### src/rtl/cache_ctrl_pkg.sv
// Shared types and constants for the hybrid-cache line controller.
// Holds the FSM encoding, the WAIT_BUSY timeout and the requester priority.
package cache_ctrl_pkg;

    typedef enum logic [2:0] {
        StIdle     = 3'd0,
        StScan     = 3'd1,
        StIssue    = 3'd2,
        StWaitBusy = 3'd3,
        StWaitDone = 3'd4
    } ctrl_state_e;

    localparam int unsigned WAIT_BUSY_TIMEOUT = 4;
    localparam int unsigned WAIT_CNT_BITS     = 3;

    typedef enum logic [1:0] {
        ReqNone = 2'd0,
        ReqDcWr = 2'd1,
        ReqDcRd = 2'd2,
        ReqIc   = 2'd3
    } req_e;

    // dcache write miss beats dcache read miss beats icache miss
    function automatic req_e pick_req(input logic dwm, input logic drm, input logic im);
        if (dwm) begin
            return ReqDcWr;
        end else if (drm) begin
            return ReqDcRd;
        end else if (im) begin
            return ReqIc;
        end
        return ReqNone;
    endfunction

endpackage

### src/rtl/cache_mem_arbiter.sv
// Routes the single memory port to the granted cache line and steers
// mem_out_valid / mem_busy back to that line only.
module cache_mem_arbiter #(
    parameter int unsigned NLINES      = 4,
    parameter int unsigned LINEIDXBITS = 2,
    parameter int unsigned ADDRBITS    = 32,
    parameter int unsigned DATABITS    = 32
) (
    input  logic                          grant_valid,
    input  logic [LINEIDXBITS-1:0]        grant,
    input  logic [NLINES*ADDRBITS-1:0]    line_mem_addr,
    input  logic [NLINES*DATABITS-1:0]    line_mem_in,
    input  logic [NLINES-1:0]             line_mem_wrreq,
    input  logic [NLINES-1:0]             line_mem_rdreq,
    input  logic                          mem_out_valid,
    input  logic                          mem_busy,
    output logic [NLINES-1:0]             line_mem_out_valid,
    output logic [NLINES-1:0]             line_pause,
    output logic [ADDRBITS-1:0]           mem_addr,
    output logic [DATABITS-1:0]           mem_in,
    output logic                          mem_wrreq,
    output logic                          mem_rdreq
);

    always_comb begin
        mem_addr           = '0;
        mem_in             = '0;
        mem_wrreq          = 1'b0;
        mem_rdreq          = 1'b0;
        line_mem_out_valid = '0;
        line_pause         = '0;
        if (grant_valid) begin
            mem_addr                  = line_mem_addr[int'(grant)*ADDRBITS +: ADDRBITS];
            mem_in                    = line_mem_in[int'(grant)*DATABITS +: DATABITS];
            mem_wrreq                 = line_mem_wrreq[grant];
            mem_rdreq                 = line_mem_rdreq[grant];
            line_mem_out_valid[grant] = mem_out_valid;
            line_pause[grant]         = mem_busy;
        end
    end

endmodule

### src/rtl/cache_line_ctrl.sv
// Miss sequencer for a bank of cache lines: picks the lowest-TTL victim,
// issues fill / flush+fill and owns the memory port until the refill ends.
module cache_line_ctrl
    import cache_ctrl_pkg::*;
#(
    parameter int unsigned NLINES      = 4,
    parameter int unsigned LINEIDXBITS = 2,
    parameter int unsigned ADDRBITS    = 32,
    parameter int unsigned DATABITS    = 32,
    parameter int unsigned LSBBITS     = 7,
    parameter int unsigned TTLBITS     = 8
) (
    input  logic                          clk,
    input  logic                          reset_n,
    input  logic [ADDRBITS-1:0]           dcache_rdaddr,
    input  logic                          dcache_rdreq,
    input  logic [ADDRBITS-1:0]           dcache_wraddr,
    input  logic                          dcache_wrreq,
    input  logic [ADDRBITS-1:0]           icache_rdaddr,
    input  logic                          icache_rdreq,
    input  logic [NLINES-1:0]             line_dc_rd_hit,
    input  logic [NLINES-1:0]             line_dc_wr_hit,
    input  logic [NLINES-1:0]             line_ic_hit,
    input  logic [NLINES-1:0]             line_dirty,
    input  logic [NLINES-1:0]             line_ready,
    input  logic [NLINES*TTLBITS-1:0]     line_ttl,
    output logic [NLINES-1:0]             line_flush,
    output logic [NLINES-1:0]             line_fill,
    output logic [NLINES-1:0]             line_pause,
    output logic [ADDRBITS-1:0]           new_region,
    input  logic [NLINES*ADDRBITS-1:0]    line_mem_addr,
    input  logic [NLINES*DATABITS-1:0]    line_mem_in,
    input  logic [NLINES-1:0]             line_mem_wrreq,
    input  logic [NLINES-1:0]             line_mem_rdreq,
    output logic [NLINES-1:0]             line_mem_out_valid,
    output logic [ADDRBITS-1:0]           mem_addr,
    output logic [DATABITS-1:0]           mem_in,
    output logic                          mem_wrreq,
    output logic                          mem_rdreq,
    input  logic                          mem_out_valid,
    input  logic                          mem_busy,
    output logic                          ctrl_stall,
    output logic [LINEIDXBITS-1:0]        ctrl_victim
);

    localparam logic [ADDRBITS-1:0] RegionMask = {{(ADDRBITS-LSBBITS){1'b1}}, {LSBBITS{1'b0}}};

    ctrl_state_e              state_q, state_d;
    logic [LINEIDXBITS-1:0]   cnt_q, cnt_d;
    logic [LINEIDXBITS-1:0]   best_q, best_d;
    logic [TTLBITS-1:0]       bestttl_q, bestttl_d;
    logic [ADDRBITS-1:0]      region_q, region_d;
    logic                     stall_q, stall_d;
    logic                     grant_valid_q, grant_valid_d;
    logic [WAIT_CNT_BITS-1:0] wait_q, wait_d;

    logic                     dwm, drm, im;
    req_e                     req;
    logic [ADDRBITS-1:0]      miss_addr;
    logic [TTLBITS-1:0]       scan_ttl;
    logic [NLINES-1:0]        fill_onehot;

    always_comb begin
        dwm = dcache_wrreq & ~|line_dc_wr_hit;
        drm = dcache_rdreq & ~|line_dc_rd_hit;
        im  = icache_rdreq & ~|line_ic_hit;
        req = pick_req(dwm, drm, im);
        unique case (req)
            ReqDcWr: miss_addr = dcache_wraddr;
            ReqDcRd: miss_addr = dcache_rdaddr;
            ReqIc:   miss_addr = icache_rdaddr;
            default: miss_addr = '0;
        endcase
    end

    assign scan_ttl = line_ttl[int'(cnt_q)*TTLBITS +: TTLBITS];

    always_comb begin
        state_d       = state_q;
        cnt_d         = cnt_q;
        best_d        = best_q;
        bestttl_d     = bestttl_q;
        region_d      = region_q;
        stall_d       = stall_q;
        grant_valid_d = grant_valid_q;
        wait_d        = wait_q;
        unique case (state_q)
            StIdle: begin
                if (req != ReqNone) begin
                    region_d  = miss_addr & RegionMask;
                    cnt_d     = '0;
                    best_d    = '0;
                    bestttl_d = '1;
                    stall_d   = 1'b1;
                    state_d   = StScan;
                end
            end
            StScan: begin
                // Strict compare: on a TTL tie the lower index stays the victim
                if (scan_ttl < bestttl_q) begin
                    best_d    = cnt_q;
                    bestttl_d = scan_ttl;
                end
                cnt_d = cnt_q + 1'b1;
                if (cnt_q == LINEIDXBITS'(NLINES-1)) begin
                    grant_valid_d = 1'b1;
                    state_d       = StIssue;
                end
            end
            StIssue: begin
                wait_d  = '0;
                state_d = StWaitBusy;
            end
            StWaitBusy: begin
                if (!line_ready[best_q]) begin
                    state_d = StWaitDone;
                end else if (wait_q == WAIT_CNT_BITS'(WAIT_BUSY_TIMEOUT-1)) begin
                    // Line ignored the fill; give up and let the miss re-trigger
                    stall_d       = 1'b0;
                    grant_valid_d = 1'b0;
                    state_d       = StIdle;
                end else begin
                    wait_d = wait_q + 1'b1;
                end
            end
            StWaitDone: begin
                if (line_ready[best_q]) begin
                    stall_d       = 1'b0;
                    grant_valid_d = 1'b0;
                    state_d       = StIdle;
                end
            end
            default: state_d = StIdle;
        endcase
    end

    always_ff @(posedge clk or negedge reset_n) begin
        if (!reset_n) begin
            state_q       <= StIdle;
            cnt_q         <= '0;
            best_q        <= '0;
            bestttl_q     <= '1;
            region_q      <= '0;
            stall_q       <= 1'b0;
            grant_valid_q <= 1'b0;
            wait_q        <= '0;
        end else begin
            state_q       <= state_d;
            cnt_q         <= cnt_d;
            best_q        <= best_d;
            bestttl_q     <= bestttl_d;
            region_q      <= region_d;
            stall_q       <= stall_d;
            grant_valid_q <= grant_valid_d;
            wait_q        <= wait_d;
        end
    end

    assign fill_onehot = (state_q == StIssue) ? (NLINES'(1) << best_q) : '0;
    assign line_fill   = fill_onehot;
    assign line_flush  = line_dirty[best_q] ? fill_onehot : '0;
    assign new_region  = region_q;
    assign ctrl_stall  = stall_q;
    assign ctrl_victim = best_q;

    cache_mem_arbiter #(
        .NLINES      (NLINES),
        .LINEIDXBITS (LINEIDXBITS),
        .ADDRBITS    (ADDRBITS),
        .DATABITS    (DATABITS)
    ) u_arbiter (
        .grant_valid        (grant_valid_q),
        .grant              (best_q),
        .line_mem_addr      (line_mem_addr),
        .line_mem_in        (line_mem_in),
        .line_mem_wrreq     (line_mem_wrreq),
        .line_mem_rdreq     (line_mem_rdreq),
        .mem_out_valid      (mem_out_valid),
        .mem_busy           (mem_busy),
        .line_mem_out_valid (line_mem_out_valid),
        .line_pause         (line_pause),
        .mem_addr           (mem_addr),
        .mem_in             (mem_in),
        .mem_wrreq          (mem_wrreq),
        .mem_rdreq          (mem_rdreq)
    );

endmodule

### config.mk
export PLATFORM = sky130hd
export DESIGN_NAME = cache_line_ctrl
export DESIGN_NICKNAME = d
export VERILOG_FILES = /design/src/rtl/cache_ctrl_pkg.sv /design/src/rtl/cache_mem_arbiter.sv /design/src/rtl/cache_line_ctrl.sv
export SDC_FILE = /design/constraint.sdc
export NUM_CORES = 1
export LEC_CHECK = 0
export BUFFER_PORTS_ARGS = -buffer_cell sky130_fd_sc_hd__buf_2
export CAP_MARGIN = 20
export CORE_AREA = 2 2 211 213
export CTS_CLUSTER_DIAMETER = 120
export DETAILED_ROUTE_END_ITERATION = 16
export DIE_AREA = 0 0 213 215
export RECOVER_POWER = 100
export SLEW_MARGIN = 20
export SYNTH_ARGS = -nofsm -noshare
export SYNTH_HDL_FRONTEND = slang
export SYNTH_SLANG_ARGS = --single-unit
### constraint.sdc
create_clock -name clk -period 3.15 [get_ports clk]
set_input_delay 0.315 -clock clk [delete_from_list [all_inputs] [get_ports clk]]
set_output_delay 0.315 -clock clk [all_outputs]
set_load 0.02 [all_outputs]
==> impl_metrics.csv, run 1 <==
group,metric,value,unit
sta,max_slew_margin,-29.6,%
sta,rsz0062_at_grt,"false",
global_routing,track_usage,12.4,%
floorplanning,ios,536,
logic_synthesis,yosysWarnings,0,
logic_synthesis,synth_ff_type,"dfrtp_1",
cts,cts_resized,0,
setup_path,timing.rr.start,"cnt_q[0]",
final_layout,layout-drive-gt1-share,50.5,%
global_routing,grt_pass1_wl,42.1,mm
outcome,violations,"capacitance limit, slew limit",
final_layout,stdcell_count,1650,
placement,port_buffers,507,
min_path,holdCritStartpoint,"dcache_wraddr[15]",
cts,cts_tree,"built",
sta,setup_viol,0,
logic_synthesis,netlist_top_cells_area,"mux4_2, dfrtp_1, and2_1, mux2i_1, inv_1",
sta,finalCritPeriodShare,92.1,%
logic_synthesis,synth_area,5630,µm²
detailed_routing,drc,0,
detailed_routing,routed_wl,30.3,mm
final_layout,fin_util,20.1,%
min_path,min_to,"new_region[15]",
placement,dp_hpwl,26.2,mm
final_layout,nets,1485,
floorplanning,start_util,12.9,%
setup_path,cp_top_family,"buffers and inverters",
cts,ctsRootBufferMaster,"clkbuf_16",
min_path,hold_path_depth,5,
detailed_routing,vias,6766,
logic_synthesis,synthDistinctLibCells,42,
global_routing,grt_max_degree,52,
placement,dp.cells,1641,
detailed_routing,first_pass_iters,4,
logic_synthesis,async_reset_ff_share,100,%
final_layout,area_delta_synth_final,56.2,%
cts,clk_pin_slew,70,ps
sta,fin_skew,8.17,ps
pwr,p_per_area,799,nW/µm²
setup_path,crit_path_max_incr_delay,720,ps
detailed_routing,viasPerCell,4.10,
floorplanning,core-area,43600,µm²
setup_path,reg2reg_slack,330,ps
global_routing,antenna_found_initial,6,
logic_synthesis,synth-seq-area-share,20.2,%
min_path,hold_class,"primary input to flip-flop",
detailed_routing,wl_per_cell,18.4,µm
logic_synthesis,syn_inst,581,
cts,cts_hold_buffers,0,
sta,whs,388,ps
logic_synthesis,synth_edf_count,0,
setup_path,endpoint_kind,"primary output",
final_layout,fill_cells,4942,
floorplanning,die_area,45800,µm²
detailed_routing,ant_nets,0,
pwr,leakage,3.92,nW
final_layout,final_common_cell,"buf_2",
cts,insertion_delay,290,ps
logic_synthesis,synth_top_area_share,30.0,%
setup_path,crit_top_cell,"clkbuf_1",
cts,htree_levels,2,
sta,worstMarginPinSlew,1940,ps
setup_path,cp_num_buf_inv,2,
setup_path,worstPathCellList,"clkbuf_1, mux4_2, and2_1, clkbuf_1",
floorplanning,die_w,213,µm
sta,setup_tns,0,ps
detailed_routing,drt_iter0_markers,207,
setup_path,criticalPathCategory,"flip-flop to primary output",
setup_path,crit_path_top_delay_cell,"clkbuf_1",
global_routing,grt.overflow.total,0,
floorplanning,rows,77,
cts,cts_buffers,5,
setup_path,reg2regPathDepth,6,
cts,clock-sinks,45,
logic_synthesis,synth_area_per_cell,9.69,µm²
sta,slew_violations,33,
cts,postCtsSetupBuffers,0,
sta,clock.fmax,0.345,GHz
sta,hold_viol,0,
logic_synthesis,ys_ff_latch,45,
final_layout,final_cell_mix,"buf_2, clkbuf_1, mux4_2",
setup_path,startpoint_type,"flip-flop",
placement,gp_congestion,0.936,
outcome,status,"complete, but fails checks",
global_routing,grt_pass1_vias,6841,
setup_path,crit_required,2830,ps
sta,post-route-min-period,2900,ps
pwr,ir_drop,0.278,mV
setup_path,r2r_end,"bestttl_q[2]",
floorplanning,die_h,215,µm
setup_path,critical_path.max_fanout,31,
cts,clk_path_buf_depth,2,
logic_synthesis,synth_top_area_cell,"mux4_2",
setup_path,worst_ep_arrival_time,2590,ps
run,cap_violations,1,
==> sequential cells by signal, indices dropped and copies added (netlist names) <==
register / flops
bestttl_q: 8
cnt_q: 2
ctrl_stall: 1
ctrl_victim: 2
grant_valid_q: 1
new_region: 25
state_q: 3
wait_q: 3
==> power by group <==
group          total [W]  internal (W)  switching (W)
Sequential       0.00134      0.000895       0.000444
Clock           0.000536      0.000295       0.000241
Combinational    0.00515       0.00211        0.00304
==> per-layer routing <==
layer | vias to the layer above | global-route usage (%) | wire length [µm] | part of all wire [%]
met4 | 6 | 3.50 | 758 | 2.5
li1 | 3095 | - | - | -
met2 | 367 | 23.4 | 15600 | 51
met1 | 3269 | 14.2 | 11900 | 39
met5 | - | 0 | 45 | 0.15
met3 | 29 | 1.89 | 2110 | 7.0
==> cell type report <==
class,count,area [µm²],area share [%]
flip-flops and latches,45,1140,13.0
clock buffers,6,129,1.47
diodes,1,2.50,0.0285
multi-input cells,409,3940,44.7
inverters,65,244,2.77
repair buffers,530,2580,29.4
well taps,592,741,8.42
clock inverters,2,15.0,0.171
==> tightest hold or removal path, cell delays in order <==
cell and delay [ps]:
buf_2 90, inv_1 40, nand3_1 60, o31ai_1 60, mux2i_1 60
==> how the worst max path moves through the flow <==
stage	cells after the start	endpoint	slack [ps]	start
after floorplan	8	ctrl_victim[0]	480	cnt_q[0]
after global placement	6	bestttl_q[7]	170	cnt_q[0]
after detailed placement	6	bestttl_q[2]	90	cnt_q[0]
after CTS	6	bestttl_q[2]	80	cnt_q[0]
after global routing	6	bestttl_q[2]	110	cnt_q[0]
final	4	mem_addr[0]	250	ctrl_victim[1]
==> cell usage after synthesis (all sizes together), types with 10 or more instances <==
cell type,number
inv,65
buf,21
nand2,42
clkbuf,47
mux2i,25
and2,71
nand3,32
o31ai,27
mux4,75
ha,10
and3,27
a2111o,10
dfrtp,37
a211oi,26
==> stage by stage <==
stage / setup WS (ps) / total power, W / area (µm²)
after floorplan: 483 / 0.00469 / 5650
after CTS: 77.2 / 0.00742 / 8950
after global placement: 169 / 0.00679 / 8810
final: 248 / 0.00703 / 8790
after detailed placement: 89.7 / 0.00685 / 8810
after global routing: 108 / 0.00758 / 8790
==> logic make-up (layout without fill, tap and decap cells) <==
group / after synthesis / count (layout) / synth area share [%]
multiplexers: 100 / 100 / 34.5
buffers and inverters: 133 / 603 / 10.2
adder cells (fa/ha/maj): 10 / 10 / 2.22
other: 1 / 8 / 0.0666
AO/OA/AOI/OAI: 92 / 92 / 13.3
AND/OR/NAND/NOR: 200 / 200 / 19.5
flip-flops: 45 / 45 / 20.2
Note: power is estimated with default switching activity, not from simulation.
==> run 2, diff against run 1 <==
- PLACE_DENSITY_LB_ADDON: not set -> 0.15
==> impl_metrics.csv, run 2 (synthesis gave the netlist of run 1 again) <==
group,metric,value,unit
final_layout,stdcell_count,1660,
global_routing,use_met1,14.5,%
cts,cts_hold_buffers,0,
setup_path,endpoint_kind,"primary output",
cts,clk_path_buf_depth,2,
min_path,min_to,"new_region[10]",
setup_path,r2r_end,"bestttl_q[1]",
cts,htree_levels,2,
global_routing,use_met3,3.70,%
final_layout,layout-drive-gt1-share,52.1,%
placement,gp_congestion,0.830,
pwr,power_frac_comb,72.7,%
pwr,power_switching,0.00373,W
cts,cts_buffers,5,
pwr,pwr-share-clk,9.0,%
floorplanning,die_area,45800,µm²
sta,whs,383,ps
setup_path,reg2reg_slack,290,ps
pwr,swShare,52.2,%
sta,clock.fmax,0.347,GHz
setup_path,crit_required,2830,ps
detailed_routing,drt_iter0_markers,305,
global_routing,grt_max_degree,51,
floorplanning,start_util,12.9,%
final_layout,fill_cells,5008,
detailed_routing,drc,0,
cts,clock-sinks,45,
final_layout,seq_area,1140,µm²
pwr,leakage,3.99,nW
sta,rsz0062_at_grt,"false",
floorplanning,core-area,43600,µm²
min_path,hold_path_depth,5,
outcome,violations,"capacitance limit, slew limit",
placement,dp_hpwl,28.4,mm
final_layout,multi_input_area,3950,µm²
sta,fin_skew,13.8,ps
pwr,seq_power_share,18.3,%
run,cap_violations,1,
min_path,holdCritStartpoint,"dcache_wraddr[10]",
detailed_routing,vias,6649,
final_layout,area_delta_synth_final,57.8,%
cts,insertion_delay,300,ps
global_routing,track_usage,13.9,%
pwr,internal-power,0.00341,W
sta,post-route-min-period,2880,ps
cts,ctsRootBufferMaster,"clkbuf_16",
cts,postCtsSetupBuffers,0,
detailed_routing,first_pass_iters,4,
pwr,ir_drop,0.219,mV
sta,max_slew_margin,-23.9,%
sta,slew_violations,31,
outcome,status,"complete, but fails checks",
setup_path,timing.rr.start,"cnt_q[0]",
detailed_routing,viasPerCell,4.01,
setup_path,reg2regPathDepth,6,
global_routing,grt.overflow.total,0,
final_layout,nets,1489,
cts,cts_resized,0,
setup_path,worst_ep_arrival_time,2570,ps
placement,port_buffers,507,
setup_path,startpoint_type,"flip-flop",
detailed_routing,wl_per_cell,20.2,µm
pwr,p_per_area,804,nW/µm²
cts,cts_tree,"built",
placement,dp.cells,1645,
sta,setup_tns,0,ps
floorplanning,die_w,213,µm
sta,hold_viol,0,
final_layout,largest_reg_flops,25,
global_routing,grt_pass1_vias,7082,
global_routing,grt_util_met2,25.0,%
setup_path,criticalPathCategory,"flip-flop to primary output",
min_path,hold_class,"primary input to flip-flop",
sta,finalCritPeriodShare,91.5,%
setup_path,critical_path.max_fanout,23,
detailed_routing,ant_nets,0,
global_routing,grt_pass1_wl,46.7,mm
sta,setup_viol,0,
floorplanning,die_h,215,µm
floorplanning,ios,536,
sta,worstMarginPinSlew,1860,ps
global_routing,grt_busiest_layer,"met2",
cts,clk_pin_slew,80,ps
final_layout,final_common_cell,"buf_2",
floorplanning,rows,77,
final_layout,final_cell_mix,"buf_2, clkbuf_1, mux4_2",
detailed_routing,routed_wl,33.6,mm
global_routing,antenna_found_initial,11,
[run 2: metal layers]
layer | vias up | routed length (µm)
met2 | 319 | 17100
met3 | 42 | 2920
met5 | - | 34
met1 | 3174 | 12000
met4 | 6 | 1470
li1 | 3108 | -
[run 2: stage by stage]
| stage | worst slack (ps) | total power, W | instance area (µm²) | util (%) |
|---|---|---|---|---|
| floorplan | 483 | 0.00469 | 5650 | - |
| global placement | -69.8 | 0.00686 | 8840 | 20.3 |
| detailed placement | 32.5 | 0.00683 | 8840 | 20.3 |
| CTS | 1.23 | 0.00754 | 9010 | 20.6 |
| global route | 37.1 | 0.00772 | 8880 | 20.3 |
| finish | 269 | 0.00714 | 8880 | 20.3 |
[run 2: how the worst max path moves through the flow]
stage	slack, ps	from	end
2_1_floorplan	480	cnt_q[0]	ctrl_victim[0]
3_3_place_gp	-70	cnt_q[0]	bestttl_q[3]
3_5_place_dp	30	cnt_q[0]	bestttl_q[1]
4_1_cts	1	cnt_q[0]	bestttl_q[1]
5_1_grt	40	grant_valid_q	mem_addr[20]
6_report	270	ctrl_victim[0]	mem_in[26]
[run 2: critical path, stage by stage (launching register included)]
cell and delay (ps):
dfrtp_4 690, clkbuf_1 570, mux4_2 610, and2_1 170
clkbuf_1 170
[run 2: layout make-up]
class,instances,area share (%)
diodes,7,0.197
clock buffers,5,1.41
clock inverters,3,0.493
inverters,65,2.75
multi-input cells,409,44.5
flip-flops and latches,45,12.9
well taps,592,8.34
repair buffers,534,29.4
[run 2: power groups by stage]
stage / clock, W / combinational [W] / sequential [W]
after floorplan: 0 / 0.00346 / 0.00124
after global placement: 0 / 0.00551 / 0.00135
after detailed placement: 0 / 0.00549 / 0.00135
after CTS: 0.000676 / 0.00551 / 0.00135
after global routing: 0.000701 / 0.00563 / 0.00139
final: 0.000642 / 0.00519 / 0.00131
==> run 3, diff against run 2 <==
- clock period: 3.15 -> 2.9 ns (I/O delays scaled with it)
==> impl_metrics.csv, run 3 (synthesis gave the netlist of run 1 again) <==
group,metric,value,unit
detailed_routing,vias,6671,
cts,clock-sinks,45,
cts,ctsRootBufferMaster,"clkbuf_16",
placement,dp_hpwl,28.4,mm
floorplanning,ios,536,
sta,setup_slack,228,ps
setup_path,cp_num_buf_inv,2,
cts,clk_pin_slew,70,ps
placement,gp_congestion,0.854,
final_layout,final_cell_mix,"buf_2, clkbuf_1, mux4_2",
pwr,leakage,3.99,nW
min_path,hold_class,"primary input to flip-flop",
floorplanning,die_h,215,µm
cts,insertion_delay,300,ps
detailed_routing,drc,0,
final_layout,final_common_cell,"buf_2",
setup_path,timing.rr.start,"cnt_q[0]",
sta,clock.fmax,0.374,GHz
setup_path,worstPathCellList,"buf_4, mux4_2, and2_0, buf_2",
sta,fin_skew,9.92,ps
detailed_routing,first_pass_iters,5,
cts,cts_buffers,5,
outcome,status,"complete, but fails checks",
placement,port_buffers,507,
sta,setup_viol,0,
sta,hold_viol,0,
detailed_routing,viasPerCell,4.02,
placement,dp.cells,1646,
detailed_routing,routed_wl,33.5,mm
pwr,ir_drop,0.359,mV
final_layout,nets,1490,
floorplanning,core-area,43600,µm²
setup_path,endpoint_kind,"primary output",
setup_path,startpoint_type,"flip-flop",
setup_path,cp_top_family,"flip-flops",
final_layout,area_delta_synth_final,58.2,%
cts,clk_path_buf_depth,2,
detailed_routing,ant_nets,0,
cts,cts_tree,"built",
setup_path,criticalPathCategory,"flip-flop to primary output",
global_routing,track_usage,13.9,%
detailed_routing,drt_iter0_markers,334,
sta,post-route-min-period,2670,ps
final_layout,layout-drive-gt1-share,50.9,%
min_path,holdCritStartpoint,"line_dc_wr_hit[1]",
sta,finalCritPeriodShare,92.1,%
setup_path,crit_start,"ctrl_victim[0]",
global_routing,grt_pass1_wl,46.7,mm
floorplanning,die_w,213,µm
detailed_routing,wl_per_cell,20.2,µm
outcome,violations,"capacitance limit, slew limit",
setup_path,crit_required,2610,ps
setup_path,worst_ep_arrival_time,2380,ps
sta,slew_violations,29,
global_routing,grt.overflow.total,0,
setup_path,critical_path.max_fanout,28,
floorplanning,start_util,12.9,%
pwr,p_per_area,876,nW/µm²
setup_path,crit_path_top_delay_cell,"dfrtp_4",
setup_path,crit_path_max_incr_delay,820,ps
final_layout,stdcell_count,1661,
floorplanning,rows,77,
floorplanning,die_area,45800,µm²
sta,max_slew_margin,-16.4,%
final_layout,largest_reg_flops,25,
sta,setup_tns,0,ps
placement,place_ws,88.0,ps
global_routing,grt_max_degree,56,
run,cap_violations,1,
global_routing,grt_pass1_vias,7069,
sta,worstMarginPinSlew,1750,ps
global_routing,antenna_found_initial,12,
sta,rsz0062_at_grt,"false",
cts,htree_levels,2,
==> run 3: what timing repair did <==
action	4_1_cts	5_1_grt
hold buffers	0	0
setup endpoints to repair	0	10
gates resized for setup	0	1
buffers inserted	0	0
==> run 3: final cells by class <==
| type | count | area, µm² |
|---|---|---|
| fill | 4994 | 34700 |
| clock inverter | 3 | 43.8 |
| antenna | 7 | 17.5 |
| timing repair buffer | 535 | 2660 |
| sequential | 45 | 1140 |
| multi-input combinational | 409 | 3930 |
| inverter | 65 | 244 |
| clock buffer | 5 | 125 |
| tap | 592 | 741 |
==> run 3: worst paths after layout <==
check,endpoint,depth (start not counted),slack [ps]
setup / recovery,mem_in[24],4,230
min in group asynchronous,new_region[17],1,440
setup reg to reg,bestttl_q[3],7,260
hold reg to reg,new_region[8],2,510
max in group asynchronous,new_region[12],2,720
hold / removal,state_q[0],4,370
==> run 3: power breakdown <==
part	switching, W	total, W	internal, W
clock network	0.000276	0.000685	0.000409
logic	0.00329	0.00566	0.00237
registers	0.000487	0.00146	0.000970
total	0.00406	0.00780	0.00375
==> run 3: layer usage <==
layer / up-vias / share of wire (%) / GRT usage (%)
met2: 348 / 51 / 25.8
met5: - / 0.18 / 0
met1: 3154 / 36 / 14.5
li1: 3110 / - / -
met4: 8 / 4.6 / 7.04
met3: 51 / 8.5 / 3.32
==> run 3: worst min-delay path: cells and delay by family <==
family	cells	cell delay, ps
buf+inv	2	140
simple gates	1	110
compound gates	1	100
==> run 3: through the flow <==
stage / hold WS [ps] / area (µm²) / util, % / total power [W]
floorplan: -5.59 / 5650 / - / 0.00510
global placement: 412 / 8900 / 20.4 / 0.00748
detailed placement: 413 / 8900 / 20.4 / 0.00746
CTS: 83.7 / 9070 / 20.8 / 0.00821
global route: 387 / 8900 / 20.4 / 0.00839
finish: 372 / 8910 / 20.4 / 0.00780
